### config.mk
export PLATFORM = sky130hd
export DESIGN_NAME = emissor_sequencia_flat
export DESIGN_NICKNAME = d
export VERILOG_FILES = /design/src/rtl/emissor_sequencia_if.sv /design/src/rtl/emissor_sequencia.sv /design/src/flat_wrapper.sv
export SDC_FILE = /design/constraint.sdc
export NUM_CORES = 1
export LEC_CHECK = 0
export ABC_AREA = 1
export BUFFER_PORTS_ARGS = -buffer_cell sky130_fd_sc_hd__buf_2
export CAP_MARGIN = 20
export CORE_ASPECT_RATIO = 0.5
export CORE_MARGIN = 2
export CORE_UTILIZATION = 35
export CTS_BUF_LIST = sky130_fd_sc_hd__clkbuf_4
export CTS_CLUSTER_DIAMETER = 120
export CTS_CLUSTER_SIZE = 24
export DETAILED_ROUTE_END_ITERATION = 8
export GPL_TIMING_DRIVEN = 0
export PLACE_DENSITY = 0.51
export SYNTH_ARGS = -nofsm -noshare
export SYNTH_HDL_FRONTEND = slang
export SYNTH_SLANG_ARGS = --single-unit
### constraint.sdc
create_clock -name clk -period 2.1 [get_ports clk]
set_input_delay 0.105 -clock clk [delete_from_list [all_inputs] [get_ports clk]]
set_output_delay 0.105 -clock clk [all_outputs]
set_load 0.02 [all_outputs]
### src/rtl/emissor_sequencia_if.sv
// Digit-entry bus between the sequence emitter and its driver.
// The code-store write port, the start/abort controls and the registered playback outputs.
interface emissor_sequencia_if;
    logic       load;
    logic [3:0] load_idx;
    logic [3:0] load_digit;
    logic       start;
    logic       abort;
    logic [4:1] numero;
    logic       insere;
    logic       busy;
    logic       done;
    logic       err;
    logic [3:0] idx;

    modport master (
        output load, load_idx, load_digit, start, abort,
        input  numero, insere, busy, done, err, idx
    );

    modport slave (
        input  load, load_idx, load_digit, start, abort,
        output numero, insere, busy, done, err, idx
    );
endinterface

### src/rtl/emissor_sequencia.sv
// Plays a stored code as a sequence of insere-qualified digits; every output is registered.
// There is no backpressure: start is taken only in IDLE, and abort returns to IDLE on the next edge.
module emissor_sequencia #(
    parameter int N_DIGITS = 4,
    parameter int HOLD     = 1,
    parameter int GAP      = 2
) (
    input  logic                clk,
    input  logic                reset,
    emissor_sequencia_if.slave  bus
);

    typedef enum logic [2:0] {
        S_IDLE,
        S_SETUP,
        S_STROBE,
        S_GAP,
        S_DONE
    } state_t;

    localparam int CMAX = (HOLD > GAP) ? HOLD : GAP;
    localparam int CW   = (CMAX > 1) ? $clog2(CMAX) : 1;
    localparam logic [CW-1:0] HOLD_LAST = CW'(HOLD - 1);
    localparam logic [CW-1:0] GAP_LAST  = (GAP > 0) ? CW'(GAP - 1) : '0;
    localparam logic [3:0]    LAST_IDX  = 4'(N_DIGITS - 1);

    state_t                     state_q, state_d;
    logic [CW-1:0]              cnt_q, cnt_d;
    logic [3:0]                 idx_q, idx_d;
    logic [3:0]                 numero_q, numero_d;
    logic                       insere_q, insere_d;
    logic                       busy_q, busy_d;
    logic                       done_q, done_d;
    logic                       err_q, err_d;
    logic [N_DIGITS-1:0][3:0]   code_q, code_d;
    logic [3:0]                 sel;

    always_comb begin
        state_d  = state_q;
        cnt_d    = cnt_q;
        idx_d    = idx_q;
        numero_d = numero_q;
        err_d    = err_q;
        code_d   = code_q;
        sel      = '0;

        // Writes land before the start transition so a same-cycle start sees the new digit.
        if (state_q == S_IDLE && bus.load) begin
            for (int i = 0; i < N_DIGITS; i++) begin
                if (bus.load_idx == 4'(i)) code_d[i] = bus.load_digit;
            end
        end

        case (state_q)
            S_IDLE: begin
                if (bus.start && !bus.abort) begin
                    state_d = S_SETUP;
                    idx_d   = '0;
                    err_d   = 1'b0;
                end
            end
            S_SETUP: begin
                state_d = S_STROBE;
                cnt_d   = '0;
            end
            S_STROBE: begin
                if (cnt_q == HOLD_LAST) begin
                    cnt_d = '0;
                    if (idx_q == LAST_IDX) begin
                        state_d = S_DONE;
                    end else if (GAP == 0) begin
                        state_d = S_SETUP;
                        idx_d   = idx_q + 4'd1;
                    end else begin
                        state_d = S_GAP;
                    end
                end else begin
                    cnt_d = cnt_q + 1'b1;
                end
            end
            S_GAP: begin
                if (cnt_q == GAP_LAST) begin
                    state_d = S_SETUP;
                    idx_d   = idx_q + 4'd1;
                end else begin
                    cnt_d = cnt_q + 1'b1;
                end
            end
            S_DONE: begin
                state_d = S_IDLE;
            end
            default: begin
                state_d = S_IDLE;
            end
        endcase

        if (bus.abort && state_q != S_IDLE) begin
            state_d = S_IDLE;
            idx_d   = '0;
        end

        for (int i = 0; i < N_DIGITS; i++) begin
            if (idx_d == 4'(i)) sel = code_d[i];
        end

        // Out-of-range digits are still emitted; they only raise the sticky flag.
        if (state_d == S_SETUP) begin
            numero_d = sel;
            if (sel > 4'd9) err_d = 1'b1;
        end

        insere_d = (state_d == S_STROBE);
        busy_d   = (state_d != S_IDLE);
        done_d   = (state_d == S_DONE);
    end

    always_ff @(posedge clk or negedge reset) begin
        if (!reset) begin
            state_q  <= S_IDLE;
            cnt_q    <= '0;
            idx_q    <= '0;
            numero_q <= '0;
            insere_q <= 1'b0;
            busy_q   <= 1'b0;
            done_q   <= 1'b0;
            err_q    <= 1'b0;
            code_q   <= '0;
        end else begin
            state_q  <= state_d;
            cnt_q    <= cnt_d;
            idx_q    <= idx_d;
            numero_q <= numero_d;
            insere_q <= insere_d;
            busy_q   <= busy_d;
            done_q   <= done_d;
            err_q    <= err_d;
            code_q   <= code_d;
        end
    end

    assign bus.numero = numero_q;
    assign bus.insere = insere_q;
    assign bus.busy   = busy_q;
    assign bus.done   = done_q;
    assign bus.err    = err_q;
    assign bus.idx    = idx_q;

endmodule

### src/flat_wrapper.sv
// flat-port wrapper written by rule: the top's interface ports become plain ports
module emissor_sequencia_flat 
#(
    parameter int N_DIGITS = 4,
    parameter int HOLD     = 1,
    parameter int GAP      = 2
)
  (clk, reset, bus_load, bus_load_idx, bus_load_digit, bus_start, bus_abort, bus_numero, bus_insere, bus_busy, bus_done, bus_err, bus_idx);
  emissor_sequencia_if bus_i ();
  input  logic clk;
  input  logic reset;
  input wire logic [$bits(bus_i.load)-1:0] bus_load;
  input wire logic [$bits(bus_i.load_idx)-1:0] bus_load_idx;
  input wire logic [$bits(bus_i.load_digit)-1:0] bus_load_digit;
  input wire logic [$bits(bus_i.start)-1:0] bus_start;
  input wire logic [$bits(bus_i.abort)-1:0] bus_abort;
  output wire logic [$bits(bus_i.numero)-1:0] bus_numero;
  output wire logic [$bits(bus_i.insere)-1:0] bus_insere;
  output wire logic [$bits(bus_i.busy)-1:0] bus_busy;
  output wire logic [$bits(bus_i.done)-1:0] bus_done;
  output wire logic [$bits(bus_i.err)-1:0] bus_err;
  output wire logic [$bits(bus_i.idx)-1:0] bus_idx;
  assign bus_i.load = bus_load;
  assign bus_i.load_idx = bus_load_idx;
  assign bus_i.load_digit = bus_load_digit;
  assign bus_i.start = bus_start;
  assign bus_i.abort = bus_abort;
  assign bus_numero = bus_i.numero;
  assign bus_insere = bus_i.insere;
  assign bus_busy = bus_i.busy;
  assign bus_done = bus_i.done;
  assign bus_err = bus_i.err;
  assign bus_idx = bus_i.idx;
  emissor_sequencia #(.N_DIGITS(N_DIGITS), .HOLD(HOLD), .GAP(GAP)) u_core (.clk(clk), .reset(reset), .bus(bus_i));
endmodule
==> metrics <==
max_cap viols=0; fill cell total of the finished layout=roughly 450; Crit path arrival time=between 2 and 2.5 ns; net count after synthesis=around 220; clock root buffer master=sky130_fd_sc_hd__clkbuf_4; worst slack, placed=approximately 0.21 ns; post-route cell area=slightly above 2000 µm²; Power Density=between 1000 and 1500 nW/µm²; fraction of layout cells with a size suffix above 1=between 20 and 30%; biggest area consumer among synthesized cells=sky130_fd_sc_hd__dfrtp_1; clock network latency to the later pin of the worst-skew pair=roughly 0.33 ns; number of cell rows=17; total global-route track usage=15.5%; placement-stage cell area=1900 µm²; Crit Path Class=register to register; Final HPWL DP=2790 µm; deepest level of the CTS H-tree=2; synth unique cells=25; Top cell by count, worst path=sky130_fd_sc_hd__nand2_1; largest buffer count on any clock path=2; antenna violation net count after detailed routing=0; die span in x=roughly 100 µm; count of final max-slew check failures=0; Finish-stage setup viols=0; initial DRC count=72; initial antenna violation count=0; post-synthesis sequential element count=32; async set-or-reset flop fraction in the synthesized netlist=100%; total wire length=3730 µm; Inserted Clock Buffers=5; setup slack of the critical path after layout=0.176 ns; RD Place Congestion=roughly 0.85; global-route wire length before repair=6200 µm; worst setup path startpoint=u_core.state_q[1]; Post-synth EDFFs=0; Startpoint Class=register; critical-path cell with the highest stage delay=sky130_fd_sc_hd__dfrtp_2; CP Max Fanout=7; leading cell types by count after synthesis=sky130_fd_sc_hd__nand2_1, sky130_fd_sc_hd__dfrtp_1, sky130_fd_sc_hd__inv_1; post-synthesis cell count=between 200 and 250; layout overhead on the synthesized area=18.2%; reported leakage power=between 1 and 1.5 nW; Reg-to-Reg Start=u_core.state_q[1]; headroom to the max-slew limit=51.0%; slew at the pin with the worst max-slew slack=roughly 0.73 ns; clock skew=0.0122 ns; clock tree sinks=32; Die Footprint=approximately 5500 µm²; proportion of synthesized chip area in sequential cells=between 40 and 50%; post-synthesis instance area=1700 µm²; proportion of netlist area held by the largest area contributor=between 40% and 50%; register area=between 800 and 900 µm²; Worst Min Path Start=bus_load_digit[2]; final antenna diode count=0; Crit path largest cell delay=~0.47 ns; gr ovfl total=0; Post CTS Setup Buffer Count=0; Initial Utilization=a little under two fifths; post-layout net count=around 250; Hold Path Class=primary input to register; total iterations of the first detailed-routing run=4; vias per cell=4.63; worst-case vdd ir drop=between 0.0004 and 0.0005 V; TritonCTS clock tree=built; cell with the most instances after synthesis=sky130_fd_sc_hd__nand2_1; maximum achievable frequency=roughly 520 MHz; Port Buf Inserts=24; number of hold violations in the final report=0; shortest clock period the worst path allows after layout=1.92 ns; fin crit share=roughly nine tenths; routed length per placed instance=12.2 µm; largest cells by area after synthesis=sky130_fd_sc_hd__dfrtp_1, sky130_fd_sc_hd__nand2_1, sky130_fd_sc_hd__nand3_1, sky130_fd_sc_hd__inv_1, sky130_fd_sc_hd__nor2_1; largest net degree at the start of global routing=33; endpoint kind of the worst setup timing path=register; post-detailed-route DRC marker count=0; clock-pin slew reported for the worst setup and hold paths after clock tree synthesis=0.11 ns; total via count after detailed routing=around 1400; die boundary height=around 53 µm; total power draw=approximately 2.8 mW; combined area of the multi-input logic cells=805 µm²; Core Area=about 4500 µm²; final worst hold slack=~0.10 ns; most frequently used flop master after synthesis=sky130_fd_sc_hd__dfrtp_1; via count of the first global-routing pass=between 1000 and 1500; critical path cell sequence=nor2_4 > nand2_4 > nand2_4 > nand2_1 > inv_2 > nand2_2 > nand2_2 > inv_1 > nand3_1 > nand4_1 > nand2_1 > nand2_1 > nand2_1 > nand2_1; outcome=finished clean; count of warnings emitted by yosys=0; synthesized area per cell=between 8 and 9 µm²; data required time of the critical path=roughly 2.3 ns; number of top-level pins=25
==> layer usage <==
| layer | vias up | part of all wire (%) | track usage (%) |
|---|---|---|---|
| met1 | 654 | 52 | 21.7 |
| met2 | 33 | 43 | 22.7 |
| li1 | 726 | - | - |
| met3 | 4 | 4.0 | 4.76 |
| met4 | 0 | 0.83 | 5.33 |
| met5 | - | 0 | 0 |
==> through the flow <==
step	instances	setup TNS (ns)	util, %
after floorplan	207	0	-
after global placement	297	0	42.0
after detailed placement	297	0	42.0
after CTS	306	0	44.0
after global routing	306	-0.000614	44.4
final	306	0	44.4
==> repair_timing <==
| item | CTS | global route |
|---|---|---|
| resized for setup | 0 | 5 |
| setup endpoints to repair | 0 | 1 |
| hold endpoints to repair | 32 | 0 |
| hold buffers | 1 | 0 |
==> final cells by class <==
class,count,share of cell area (%)
clock buffers,6,2.24
inverters,27,5.41
multi-input cells,148,40.0
well taps,66,4.11
flip-flops and latches,32,40.0
clock inverters,2,1.74
repair buffers,25,6.47
==> registers in the layout (all words and copies together) (netlist names) <==
name,count
u_core.state_q,3
u_core.bus.err,1
u_core.bus.idx,4
u_core.cnt_q,1
u_core.bus.busy,1
u_core.bus.numero,4
u_core.bus.insere,1
u_core.bus.done,1
u_core.code_q,16
==> logic make-up (layout without fill, tap and decap cells) <==
kind of cell    Yosys count  in the layout  share of synthesized area [%]
buf+inv                  27             60                           6.40
fa+ha+maj                 1              1                          0.735
simple gates            123            123                           38.0
compound gates           24             24                           7.79
flops                    32             32                           47.1
==> cell usage in the layout, fill, tap and decap left out, types with 2 or more instances in the layout <==
master | netlist | final
sky130_fd_sc_hd__nand2_1 | 56 | 56
sky130_fd_sc_hd__dfrtp_1 | 32 | 29
sky130_fd_sc_hd__buf_2 | 0 | 24
sky130_fd_sc_hd__inv_1 | 23 | 23
sky130_fd_sc_hd__nand3_1 | 21 | 20
sky130_fd_sc_hd__nor2_1 | 20 | 20
sky130_fd_sc_hd__a21oi_1 | 11 | 11
sky130_fd_sc_hd__o21ai_0 | 8 | 8
sky130_fd_sc_hd__nor2_2 | 6 | 6
sky130_fd_sc_hd__clkbuf_4 | 0 | 6
sky130_fd_sc_hd__nand4_1 | 4 | 4
sky130_fd_sc_hd__inv_2 | 3 | 3
sky130_fd_sc_hd__nor2_8 | 3 | 3
sky130_fd_sc_hd__dfrtp_2 | 0 | 3
sky130_fd_sc_hd__nand2_4 | 2 | 2
sky130_fd_sc_hd__nand3_2 | 2 | 2
sky130_fd_sc_hd__nand2_2 | 2 | 2
sky130_fd_sc_hd__o211ai_1 | 2 | 2
sky130_fd_sc_hd__nor3_1 | 2 | 2
sky130_fd_sc_hd__a21oi_2 | 2 | 2
==> worst paths after layout <==
path                       slack (ns)  depth (start not counted)                   end
max                              0.18                         14        u_core.bus.err
max reg2reg                      0.18                         14        u_core.bus.err
max in group asynchronous        1.23                          2     u_core.state_q[0]
min reg2reg                      0.49                          2  u_core.bus.numero[2]
min in group asynchronous        0.36                          2      u_core.code_q[1]
min                              0.10                          3     u_core.code_q[14]
==> critical path, delay by kind of cell (launching register included) <==
kind | cells | cell delay (ns)
buffers and inverters | 2 | 0.15
DFF | 1 | 0.47
and+or+nand+nor | 12 | 1.20
==> power breakdown <==
part / total (mW) / internal (mW) / switching [mW]
Combinational: 1.33 / 0.432 / 0.902
Sequential: 1.00 / 0.867 / 0.137
Clock: 0.483 / 0.262 / 0.220
Power figures use the tool's default switching activity.
